`config.mk`:
```
export PLATFORM = sky130hd
export DESIGN_NAME = alu
export DESIGN_NICKNAME = d
export VERILOG_FILES = /design/src/rtl/alu.sv
export SDC_FILE = /design/constraint.sdc
export NUM_CORES = 1
export LEC_CHECK = 0
export BUFFER_PORTS_ARGS = -buffer_cell sky130_fd_sc_hd__clkbuf_2
export CORE_MARGIN = 2
export CORE_UTILIZATION = 30
export DETAILED_ROUTE_END_ITERATION = 16
export PLACE_DENSITY = 0.5
export SLEW_MARGIN = 20
export SYNTH_ARGS = -nofsm -noshare
export SYNTH_HDL_FRONTEND = slang
export SYNTH_SLANG_ARGS = --single-unit
```
`constraint.sdc`:
```
create_clock -name clk -period 5.7 [get_ports clk]
set_input_delay 1.14 -clock clk [delete_from_list [all_inputs] [get_ports clk]]
set_output_delay 1.14 -clock clk [all_outputs]
set_load 0.01 [all_outputs]
```
`src/rtl/alu.sv`:
```
// Registered 64-bit ALU: eight operations with optional operand inversion,
// a visible ripple-carry chain and V/C/N/Z status, all captured on one edge.
module alu #(
    parameter int WIDTH = 64
) (
    input  logic             clk,
    input  logic             rst,
    input  logic [WIDTH-1:0] inA,
    input  logic [WIDTH-1:0] inB,
    input  logic [4:0]       FS,
    input  logic             Cin,
    output logic [WIDTH-1:0] F,
    output logic [3:0]       stat,
    output logic [WIDTH:0]   Cout
);

    typedef enum logic [2:0] {
        OP_AND   = 3'b000,
        OP_OR    = 3'b001,
        OP_ADD   = 3'b010,
        OP_XOR   = 3'b011,
        OP_SHR   = 3'b100,
        OP_SHL   = 3'b101,
        OP_ZERO  = 3'b110,
        OP_ONES  = 3'b111
    } op_e;

    logic [WIDTH-1:0] a;
    logic [WIDTH-1:0] b;
    logic [WIDTH-1:0] sum;
    logic [WIDTH-1:0] result_d;
    logic [WIDTH:0]   cout_d;
    logic [3:0]       stat_d;
    op_e              op;

    logic [WIDTH-1:0] f_q;
    logic [3:0]       stat_q;
    logic [WIDTH:0]   cout_q;

    assign op = op_e'(FS[4:2]);
    assign a  = FS[1] ? ~inA : inA;
    assign b  = FS[0] ? ~inB : inB;

    // Explicit ripple chain so every carry is observable on Cout, whatever the operation.
    always_comb begin
        cout_d    = '0;
        sum       = '0;
        cout_d[0] = Cin | FS[0];
        for (int i = 0; i < WIDTH; i++) begin
            sum[i]      = a[i] ^ b[i] ^ cout_d[i];
            cout_d[i+1] = (a[i] & b[i]) | (cout_d[i] & (a[i] ^ b[i]));
        end
    end

    always_comb begin
        result_d = '0;
        unique case (op)
            OP_AND:  result_d = a & b;
            OP_OR:   result_d = a | b;
            OP_ADD:  result_d = sum;
            OP_XOR:  result_d = a ^ b;
            OP_SHR:  result_d = {1'b0, a[WIDTH-1:1]};
            OP_SHL:  result_d = {a[WIDTH-2:0], 1'b0};
            OP_ZERO: result_d = '0;
            OP_ONES: result_d = '1;
            default: result_d = '0;
        endcase
    end

    // Carry and overflow only carry meaning for the adder; elsewhere they read as 0.
    always_comb begin
        stat_d    = '0;
        stat_d[0] = (result_d == '0);
        stat_d[1] = result_d[WIDTH-1];
        if (op == OP_ADD) begin
            stat_d[2] = cout_d[WIDTH];
            stat_d[3] = cout_d[WIDTH] ^ cout_d[WIDTH-1];
        end
    end

    always_ff @(posedge clk or posedge rst) begin
        if (rst) begin
            f_q    <= '0;
            stat_q <= '0;
            cout_q <= '0;
        end else begin
            f_q    <= result_d;
            stat_q <= stat_d;
            cout_q <= cout_d;
        end
    end

    assign F    = f_q;
    assign stat = stat_q;
    assign Cout = cout_q;

endmodule

```
==> results.yml <==
setup_path:
  crit_type: "input pin to flip-flop"
  crit_slowest_cell: "mux4_2"
  critPathLaunchType: "input pin"
  max_stage_delay_ns: 0.50
  endpoint_kind: "flip-flop"
  crit_path_frequent_cell: "fa_2"
  cp-startpoint: "inB[0]"
  setup.worst_path.end: "stat[0]$_DFF_PP0_"
  required_ns: 6.06
  arrival_ns: 25.25
  crit_fanout: 2
power:
  switching_power_w: 0.00160
  clkPwrFrac_pct: 26.9
  ir_worst_vdd_mv: 0.218
  p_int_w: 0.00282
  power_frac_seq_pct: 26.6
  combPwrFrac_pct: 46.5
  power.density_nw_per_um2: 256
  p_leak_nw: 8.85
  switching_share_pct: 36.2
  p_total_w: 0.00442
floorplan:
  dieWidth_um: 203
  initial_utilization_pct: 30.5
  core_area_um2: 38700
  die_area_um2: 41000
  fp.dieH_um: 203
  rows: 72
  ioPinCount: 269
global_route:
  met2_usage_pct: 35.6
  busiest_layer: "met2"
  grtUsageMet1_pct: 30.9
  grt_pass1_wl_mm: 68.9
  grt_use_met3_pct: 4.54
  grt.overflow.total: 0
  grt_pass1_vias: 11402
  grt_usage_pct: 22.7
  grt_max_degree: 100
  antenna_found_initial: 3
synthesis:
  synth_top_flop_cell: "dfrtp_1"
  synth_cells: 1251
  synth_commonest_cells: "inv_1, dfrtp_1, ha_1"
  synth-seq-area-share_pct: 27.9
  syn-cell-area_um2: 11800
  synth_edf_count: 0
  yosys_register_bits: 132
  synthArstFlopShare_pct: 100
  yosysTopAreaCell: "dfrtp_1"
  synth_cell_type_count: 57
  synth_top_area_share_pct: 27.9
  synthesis.nets: 1579
  synthTopCellsByArea: "dfrtp_1, ha_1, fa_1, xor2_1, inv_1"
  yosysMostFrequentCell: "inv_1"
  ys.warnings.count: 0
  syn_area_per_cell_um2: 9.45
final_layout:
  multi_input_area_um2: 7830
  ff_latch_area_um2: 3300
  final.fill_count: 3848
  nets: 2141
  drive_gt1_share_pct: 46.3
  area.growth.synth_to_final_pct: 46.0
  utilization_pct: 44.6
job:
  drv_cap: 0
route:
  vias_per_cell: 4.64
  drt_iter0_drc: 656
  ant_nets: 0
  vias: 10894
  drt_wl_total_mm: 46.1
  drcViolationCount: 0
  wl_per_cell_um: 19.7
  firstDrtPassIters: 5
clock_network:
  path_clk_slew_ns: 0.07
  numClockSinks: 132
  cts_tree: "built"
  htree_levels: 4
  cts_buffers: 17
  clock-root-buffer: "clkbuf_16"
  cts_hold_buf: 0
  clockBufferDepth: 2
timing:
  hold_slack_ns: 0.893
  drv_slew: 0
  setup_ws_ns: -19.19
  tightest_slew_ns: 0.975
  setup_tns_ns: -1059.89
  fin_crit_ns: 24.89
  slew_headroom_pct: 35.0
  setup_violations: 108
  hold_violations: 0
  rsz0062_at_grt: "true"
  fin_crit_sh_pct: 437
  clock.fmax_mhz: 40.2
placement:
  gp_congestion: 0.888
  port_buffers: 268
  dp.final_hpwl_mm: 35.1
run_status:
  violations: "negative setup slack"
  status: "complete, but fails checks"
min_path:
  min_path_type: "input pin to asynchronous set/reset pin"
per-layer routing:
layer	vias up	part of all wire [%]
met5	-	0
met4	0	2.7
met3	59	5.4
met2	323	46
met1	5310	46
li1	5202	-
worst max-delay path, delay by kind of cell:
family | cells | cell delay, ns
adder cells (fa/ha/maj) | 64 | 21.93
buffers and inverters | 14 | 0.88
multiplexers | 1 | 0.50
AND/OR/NAND/NOR | 3 | 0.38
AO/OA/AOI/OAI | 1 | 0.20
XOR/XNOR | 1 | 0.17
layout by cell type, fill, tap and decap left out, types with 33 or more instances in the layout:
master / n
buf_4: 334
clkbuf_2: 262
inv_1: 165
dfrtp_1: 132
ha_1: 128
xor2_1: 119
o21ai_0: 65
fa_2: 64
nor2_1: 53
nor2b_1: 50
nand2b_1: 38
a21oi_1: 37
inv_2: 33
o21ai_1: 33
sequential cells by signal, summed over array words and instances (netlist names):
signal  count
Cout       65
stat        4
F          63
area by class of cell:
| type | count | share of cell area [%] |
|---|---|---|
| clock inverters | 13 | 0.913 |
| clock buffers | 19 | 2.62 |
| diodes | 3 | 0.0435 |
| flip-flops and latches | 132 | 19.1 |
| multi-input cells | 842 | 45.4 |
| repair buffers | 621 | 23.8 |
| inverters | 199 | 4.36 |
| well taps | 518 | 3.75 |
cell families (layout without fill, tap and decap cells):
kind of cell	after synthesis	count (layout)	synth area share (%)
muxes	12	12	1.62
AOI/OAI and AO/OA	266	266	14.5
other	0	3	0
adders and majority gates	192	192	24.4
DFF	132	132	27.9
buffers and inverters	277	852	10.5
and+or+nand+nor	243	243	11.3
xor gates and xnor gates	129	129	9.74
what timing repair did:
item	CTS	global route
hold endpoints to repair	0	0
pin swaps	27	39
buffers inserted	44	37
setup endpoints to repair	108	109
resized for setup	52	63
gates cloned	0	0
power by group through the flow:
stage	clock (W)	sequential (W)	combinational, W
global placement	0	0.00120	0.00181
global route	0.00127	0.00119	0.00226
floorplan	0	0.00126	0.000872
detailed placement	0	0.00119	0.00182
CTS	0.00123	0.00118	0.00195
finish	0.00119	0.00118	0.00206
metrics by stage:
stage / area, um2 / setup WS (ns) / std cells
2_1_floorplan: 12100 / -18.75 / 1251
3_3_place_gp: 15700 / -19.34 / 2246
3_5_place_dp: 15700 / -19.89 / 2246
4_1_cts: 16800 / -19.06 / 2315
5_1_grt: 17300 / -19.84 / 2344
6_report: 17300 / -19.19 / 2347
worst min path at each step:
| stage | start | endpoint | slack, ns |
|---|---|---|---|
| after global routing | Cin | Cout[0]$_DFF_PP0_ | 0.90 |
| final | rst | F[24]$_DFF_PP0_ | 0.89 |
| after global placement | Cin | Cout[0]$_DFF_PP0_ | 1.36 |
| after detailed placement | Cin | Cout[0]$_DFF_PP0_ | 1.36 |
| after floorplan | Cin | Cout[0]$_DFF_PP0_ | 1.28 |
| after CTS | Cin | Cout[0]$_DFF_PP0_ | 0.87 |
No activity file was read; power rests on OpenSTA's default activity.
